--- config.mk ---
export PLATFORM = sky130hd
export DESIGN_NAME = prog_ctr_fetch
export DESIGN_NICKNAME = d
export VERILOG_FILES = /design/src/rtl/prog_ctr_fetch.sv
export SDC_FILE = /design/constraint.sdc
export NUM_CORES = 1
export LEC_CHECK = 0
export CORE_ASPECT_RATIO = 0.9
export CORE_UTILIZATION = 45
export CTS_BUF_LIST = sky130_fd_sc_hd__clkbuf_2 sky130_fd_sc_hd__clkbuf_4 sky130_fd_sc_hd__clkbuf_8
export DETAILED_ROUTE_END_ITERATION = 12
export PLACE_DENSITY = 0.78
export SLEW_MARGIN = 5
export SYNTH_ARGS = -nofsm -noshare
export SYNTH_HDL_FRONTEND = slang
export SYNTH_SLANG_ARGS = --single-unit
--- constraint.sdc ---
create_clock -name clk -period 2.3 [get_ports clk]
set_input_delay 0.46 -clock clk [delete_from_list [all_inputs] [get_ports clk]]
set_output_delay 0.46 -clock clk [all_outputs]
set_load 0.02 [all_outputs]
--- src/rtl/prog_ctr_fetch.sv ---
// -----------------------------------------------------------------------------
// prog_ctr_fetch
//
// Purpose:
//   Program counter and fetch-sequencing stage. It sits directly after the
//   branch-target lookup table. It forwards the decode pointer to the table,
//   takes the table target back in the same cycle, and produces the next
//   instruction address. A small IDLE/RUN/HALT machine gives a start/done
//   handshake. A saturating counter tracks retired instructions.
//
// Ports:
//   clk        in   rising-edge clock
//   rst_n      in   asynchronous active-low reset
//   start      in   level; begins a program run from IDLE or HALT
//   stall      in   freeze PC, counter and state this cycle (RUN only)
//   halt       in   decode saw a halt instruction (RUN only)
//   branch_abs in   absolute jump, PC <= target (wins over branch_rel)
//   branch_rel in   relative branch request, qualified by taken
//   taken      in   ALU condition flag
//   br_sel     in   [1:0] table pointer field from the instruction
//   lut_addr   out  [1:0] pointer to the table, combinational copy of br_sel
//   target     in   [PC_W-1:0] table output (signed offset or absolute addr)
//   prog_ctr   out  [PC_W-1:0] current instruction address
//   running    out  high while in RUN (registered)
//   done       out  high while in HALT (registered)
//   inst_cnt   out  [CNT_W-1:0] retired-instruction count, saturating
// -----------------------------------------------------------------------------
module prog_ctr_fetch #(
   parameter int unsigned     PC_W     = 10,
   parameter logic [PC_W-1:0] START_PC = {PC_W{1'b0}},
   parameter int unsigned     CNT_W    = 16
) (
   input  logic             clk,
   input  logic             rst_n,
   input  logic             start,
   input  logic             stall,
   input  logic             halt,
   input  logic             branch_abs,
   input  logic             branch_rel,
   input  logic             taken,
   input  logic [1:0]       br_sel,
   output logic [1:0]       lut_addr,
   input  logic [PC_W-1:0]  target,
   output logic [PC_W-1:0]  prog_ctr,
   output logic             running,
   output logic             done,
   output logic [CNT_W-1:0] inst_cnt
);

   typedef enum logic [1:0] {
      ST_IDLE = 2'b00,
      ST_RUN  = 2'b01,
      ST_HALT = 2'b10
   } state_t;

   state_t           state_r;
   logic [PC_W-1:0]  pc_r;
   logic [CNT_W-1:0] cnt_r;
   logic             running_r;
   logic             done_r;

   logic [PC_W-1:0]  pc_step_s;
   logic [PC_W-1:0]  pc_rel_s;
   logic [PC_W-1:0]  pc_retire_s;
   logic [CNT_W-1:0] cnt_sat_s;

   // Increment that sticks at all-ones instead of wrapping to zero.
   function automatic logic [CNT_W-1:0] sat_inc(input logic [CNT_W-1:0] value);
      logic [CNT_W-1:0] result;
      if (&value) begin
         result = value;
      end else begin
         result = value + CNT_W'(1);
      end
      return result;
   endfunction

   // The table pointer is a straight pass-through so the target can return
   // within the same cycle.
   assign lut_addr = br_sel;

   // Address the PC moves to when the current instruction retires.
   // Both additions are naturally modulo 2^PC_W. A target with its top bit
   // set is a negative offset, so the relative path wraps in both directions.
   always_comb begin
      pc_step_s   = pc_r + PC_W'(1);
      pc_rel_s    = pc_r + target;
      pc_retire_s = pc_step_s;
      if (branch_abs) begin
         pc_retire_s = target;
      end else if (branch_rel && taken) begin
         pc_retire_s = pc_rel_s;
      end else begin
         pc_retire_s = pc_step_s;
      end
      cnt_sat_s = sat_inc(cnt_r);
   end

   // Run/halt sequencer, PC and counter. running and done are registered
   // together with each state change, so they always match the state.
   always_ff @(posedge clk or negedge rst_n) begin
      if (!rst_n) begin
         state_r   <= ST_IDLE;
         pc_r      <= START_PC;
         cnt_r     <= {CNT_W{1'b0}};
         running_r <= 1'b0;
         done_r    <= 1'b0;
      end else begin
         case (state_r)
            ST_IDLE, ST_HALT: begin
               if (start) begin
                  state_r   <= ST_RUN;
                  pc_r      <= START_PC;
                  cnt_r     <= {CNT_W{1'b0}};
                  running_r <= 1'b1;
                  done_r    <= 1'b0;
               end else begin
                  state_r   <= state_r;
                  pc_r      <= pc_r;
                  cnt_r     <= cnt_r;
                  running_r <= running_r;
                  done_r    <= done_r;
               end
            end
            ST_RUN: begin
               if (stall) begin
                  // Stall wins over everything, including halt.
                  state_r   <= ST_RUN;
                  pc_r      <= pc_r;
                  cnt_r     <= cnt_r;
                  running_r <= 1'b1;
                  done_r    <= 1'b0;
               end else if (halt) begin
                  // The halt instruction retires, but the PC stays on it.
                  state_r   <= ST_HALT;
                  pc_r      <= pc_r;
                  cnt_r     <= cnt_sat_s;
                  running_r <= 1'b0;
                  done_r    <= 1'b1;
               end else begin
                  state_r   <= ST_RUN;
                  pc_r      <= pc_retire_s;
                  cnt_r     <= cnt_sat_s;
                  running_r <= 1'b1;
                  done_r    <= 1'b0;
               end
            end
            default: begin
               state_r   <= ST_IDLE;
               pc_r      <= START_PC;
               cnt_r     <= {CNT_W{1'b0}};
               running_r <= 1'b0;
               done_r    <= 1'b0;
            end
         endcase
      end
   end

   assign prog_ctr = pc_r;
   assign inst_cnt = cnt_r;
   assign running  = running_r;
   assign done     = done_r;

endmodule

==> metrics.txt <==
# TYPE chip_impl_metric gauge
chip_impl_info{name="hold_start",value="target[0]"} 1
chip_impl_metric{name="powerDensity",unit="nW/um2"} 753.6
chip_impl_info{name="min_path_type",value="in -> reg"} 1
chip_impl_metric{name="hpwlAfterDp",unit="um"} 3683
chip_impl_metric{name="hold_violations",unit=""} 0
chip_impl_metric{name="post_route_cells_drive_above_1_share",unit=""} 0.1476
chip_impl_metric{name="ir_drop",unit="mV"} 0.3918
chip_impl_info{name="dominant_cell_type_by_area_after_synthesis",value="sky130_fd_sc_hd__dfrtp_1"} 1
chip_impl_metric{name="synthSimpleGateAreaFrac",unit=""} 0.2242
chip_impl_metric{name="synthesis.area_per_instance",unit="um2"} 9.139
chip_impl_metric{name="worst_pin_slew",unit="ns"} 0.6823
chip_impl_metric{name="yosys_warnings",unit=""} 0
chip_impl_metric{name="effective_utilization_at_floorplan",unit=""} 0.4898
chip_impl_metric{name="coreArea",unit="um2"} 3862
chip_impl_metric{name="postPlaceCellArea",unit="um2"} 2522
chip_impl_metric{name="async_set_reset_flop_share_out_of_synthesis",unit=""} 1.000
chip_impl_metric{name="hold-worst-slack",unit="ns"} 0.4952
chip_impl_metric{name="numPortBuffers",unit=""} 45
chip_impl_metric{name="groute.usage.overall",unit=""} 0.2358
chip_impl_metric{name="grt-ovfl-total",unit=""} 0
chip_impl_metric{name="nNetsFinal",unit=""} 303
chip_impl_metric{name="synth-seq-cells",unit=""} 28
chip_impl_info{name="hold_worst_path_end",value="prog_ctr[0]"} 1
chip_impl_metric{name="placementRows",unit=""} 21
chip_impl_metric{name="maxSlewHeadroom",unit=""} 0.5437
chip_impl_metric{name="slew_viol_final",unit=""} 0
chip_impl_info{name="timing_worst_setup_path_type",value="in -> reg"} 1
chip_impl_metric{name="global_route_wire_length_before_repair",unit="um"} 8335
chip_impl_metric{name="postCtsHoldBufs",unit=""} 0
chip_impl_metric{name="ant_nets",unit=""} 0
chip_impl_metric{name="cp_slowest_stage_delay",unit="ns"} 0.43
chip_impl_metric{name="cellLeakagePower",unit="nW"} 1.196
chip_impl_metric{name="cts-htree-levels",unit=""} 1
chip_impl_info{name="cts.root.buffer_cell",value="sky130_fd_sc_hd__clkbuf_8"} 1
chip_impl_info{name="cp_cell_sequence",value="clkdlybuf4s50_1 -> and3_1 -> ha_1 -> o21ai_0 -> nor2_2 -> a221oi_2 -> xor2_1 -> o21ai_1 -> a22o_1"} 1
chip_impl_metric{name="floorplan.die.height",unit="um"} 63.51
chip_impl_metric{name="yosys-mux-area-fraction",unit=""} 0.01058
chip_impl_metric{name="fillers",unit=""} 329
chip_impl_info{name="status",value="complete, no violations"} 1
chip_impl_metric{name="max_cap_viol_count",unit=""} 0
chip_impl_metric{name="yosysTopAreaCellShare",unit=""} 0.3704
chip_impl_metric{name="first_global_vias",unit=""} 1772
chip_impl_info{name="timing.critical_path.to_type",value="flip-flop"} 1
chip_impl_metric{name="critical_path_peak_fanout",unit=""} 5
chip_impl_metric{name="wire_per_inst",unit="um"} 15.82
chip_impl_metric{name="route.vias.total",unit=""} 1859
chip_impl_metric{name="post_synthesis_cell_type_count",unit=""} 45
chip_impl_metric{name="antenna_found_initial",unit=""} 0
chip_impl_metric{name="remaining_drc_errors",unit=""} 0
chip_impl_metric{name="seq_total_area_yosys",unit=""} 0.3704
chip_impl_metric{name="clock_pin_slew_worst_setup_and_hold_paths",unit="ns"} 0.11
chip_impl_metric{name="cts-buffers-inserted",unit=""} 3
chip_impl_metric{name="clock_path_buffers",unit=""} 2
chip_impl_metric{name="synthAdderAreaFrac",unit=""} 0.07672
chip_impl_metric{name="antenna-diode-count",unit=""} 0
chip_impl_metric{name="top_level_ports",unit=""} 50
chip_impl_metric{name="fin_crit",unit="ns"} 2.240
chip_impl_metric{name="die_area",unit="um2"} 4468
chip_impl_metric{name="fmaxAchievable",unit="GHz"} 0.4464
chip_impl_metric{name="grt_max_degree",unit=""} 29
chip_impl_metric{name="vias_per_std_cell",unit=""} 5.864
chip_impl_metric{name="cp_num_buf_inv",unit=""} 1
chip_impl_metric{name="synth.cell_area",unit="um2"} 1892
chip_impl_metric{name="finalSetupViolations",unit=""} 0
chip_impl_info{name="cts_tree",value="built"} 1
chip_impl_metric{name="synth-edff-count",unit=""} 0
chip_impl_metric{name="drt_iter0_drc",unit=""} 82
chip_impl_metric{name="layout_worst_path_cycle_share",unit=""} 0.9739
chip_impl_metric{name="worst_hold_path.num_cells",unit=""} 3
chip_impl_metric{name="fin_clk_skew",unit="ns"} 0.009076
chip_impl_info{name="dominantRegCellSynth",value="sky130_fd_sc_hd__dfrtp_1"} 1
chip_impl_metric{name="dr.pass1.iters",unit=""} 4
chip_impl_metric{name="area_growth",unit="%"} 38.82
chip_impl_metric{name="xor_xnor_portion_of_the_synthesized_cell_area",unit=""} 0.06019
chip_impl_metric{name="totalWireLength",unit="um"} 5015
chip_impl_info{name="rr_endpoint",value="prog_ctr[8]"} 1
chip_impl_info{name="setup.worst_path.start",value="target[3]"} 1
chip_impl_metric{name="rr_worst_depth",unit=""} 8
chip_impl_metric{name="clock_latency",unit="ns"} 0.29
chip_impl_info{name="reg2reg_from",value="prog_ctr[0]"} 1
chip_impl_info{name="cp-start-kind",value="primary input"} 1
chip_impl_metric{name="syn-num-nets",unit=""} 238
chip_impl_metric{name="critPathArrivalTime",unit="ns"} 2.43
chip_impl_metric{name="syn_inst",unit=""} 207
chip_impl_info{name="main_combinational_cell_family_by_area_after_synthesis",value="compound AO/OA/AOI/OAI gates"} 1
chip_impl_metric{name="r2r_slack",unit="ns"} 0.15
chip_impl_metric{name="final_area",unit="um2"} 2626
chip_impl_info{name="path_delay_family",value="compound AO/OA/AOI/OAI gates"} 1
chip_impl_metric{name="routabilityCongestion",unit=""} 0.9610
chip_impl_metric{name="cts.sink_count",unit=""} 28
chip_impl_info{name="synth.top_cells.by_area",value="sky130_fd_sc_hd__dfrtp_1 37%, sky130_fd_sc_hd__ha_1 6.6%, sky130_fd_sc_hd__nand2_1 4.6%, sky130_fd_sc_hd__xor2_1 4.2%, sky130_fd_sc_hd__and3_1 4.0%"} 1
chip_impl_metric{name="die_w",unit="um"} 70.35
chip_impl_metric{name="synth_compound_area_frac",unit=""} 0.2302
chip_impl_info{name="cp_slowest_cell",value="sky130_fd_sc_hd__clkdlybuf4s50_1"} 1
chip_impl_metric{name="crit_required",unit="ns"} 2.49
[worst reg2reg max path, delay by kind of cell (launching register included)]
| family | cells | cell delay [ns] |
|---|---|---|
| AO/OA/AOI/OAI | 4 | 0.81 |
| XOR/XNOR | 1 | 0.17 |
| adder cells (fa/ha/maj) | 2 | 0.56 |
| flip-flops | 1 | 0.42 |
| AND/OR/NAND/NOR | 1 | 0.09 |
[registers in the layout, summed over array words and instances (netlist names)]
name      count
inst_cnt     16
prog_ctr     10
state_r       2
[placed cells by master (no fill, tap or decap), drive strengths merged, types with 5 or more instances in the layout]
cell and n:
clkbuf 5, nand2 23, buf 22, o21ai 24, dfrtp 28, nand3 12, ha 10, nor2 18
a21oi 12, and3 12, clkdlybuf4s50 40, xor2 9
[repair_timing]
item,CTS,global route
buffers inserted,0,0
resized for setup,9,11
endpoints found under the setup margin,4,2
pin swaps,5,6
[worst max path at each step]
stage | endpoint | slack (ns) | cells past startpoint
floorplan | prog_ctr[8] | 0.01 | 9
global placement | prog_ctr[8] | -0.50 | 10
detailed placement | prog_ctr[8] | -0.59 | 10
CTS | prog_ctr[8] | 0.04 | 9
global route | prog_ctr[8] | -0.007 | 10
finish | prog_ctr[8] | 0.06 | 9
[Yosys cell counts (all sizes together), types with 3 or more instances]
cell type and count:
xor2 9, nor3 3, o21ai 24, nor2 18
nand3 12, nand2 23, clkbuf 3, a21o 4
a211oi 3, and3 12, a21oi 12, buf 4
a32oi 4, ha 10, nand2b 4, dfrtp 28
xnor2 4
[power breakdown]
group	internal, mW	switching (mW)
Clock	0.234	0.170
Combinational	0.413	0.506
Sequential	0.562	0.0950
Total	1.21	0.770
[metal layers]
layer	GRT usage	vias up	share of wire
met5	0	-	0
met4	0.08500	0	0.014
met3	0.03680	9	0.054
met2	0.3750	55	0.49
met1	0.3233	904	0.45
li1	-	891	-
[kinds of logic after synthesis]
family,Yosys count
AND/OR/NAND/NOR,83
adder cells (fa/ha/maj),11
buffers and inverters,8
XOR/XNOR,13
AO/OA/AOI/OAI,62
multiplexers,2
flip-flops,28
[layout make-up]
| class | count | area, um2 | share of cell area |
|---|---|---|---|
| Clock buffer | 3 | 41.29 | 0.01572 |
| Clock inverter | 1 | 30.03 | 0.01143 |
| Inverter | 1 | 3.754 | 0.001429 |
| Multi-Input combinational cell | 171 | 1175 | 0.4474 |
| Sequential cell | 28 | 700.7 | 0.2668 |
| Tap cell | 46 | 57.56 | 0.02192 |
| Timing Repair Buffer | 67 | 618.1 | 0.2354 |
[per-stage QoR]
| step | util | setup slack, ns | power [mW] | instances | setup TNS, ns |
|---|---|---|---|---|---|
| after floorplan | - | 0.01181 | 1.189 | 207 | 0 |
| after global placement | 0.6531 | -0.4953 | 1.527 | 313 | -2.167 |
| after detailed placement | 0.6531 | -0.5890 | 1.559 | 313 | -2.528 |
| after CTS | 0.6757 | 0.04250 | 1.976 | 317 | 0 |
| after global routing | 0.6799 | -0.006833 | 2.098 | 317 | -0.006833 |
| final | 0.6799 | 0.05992 | 1.979 | 317 | 0 |
Power figures use the tool's default switching activity.
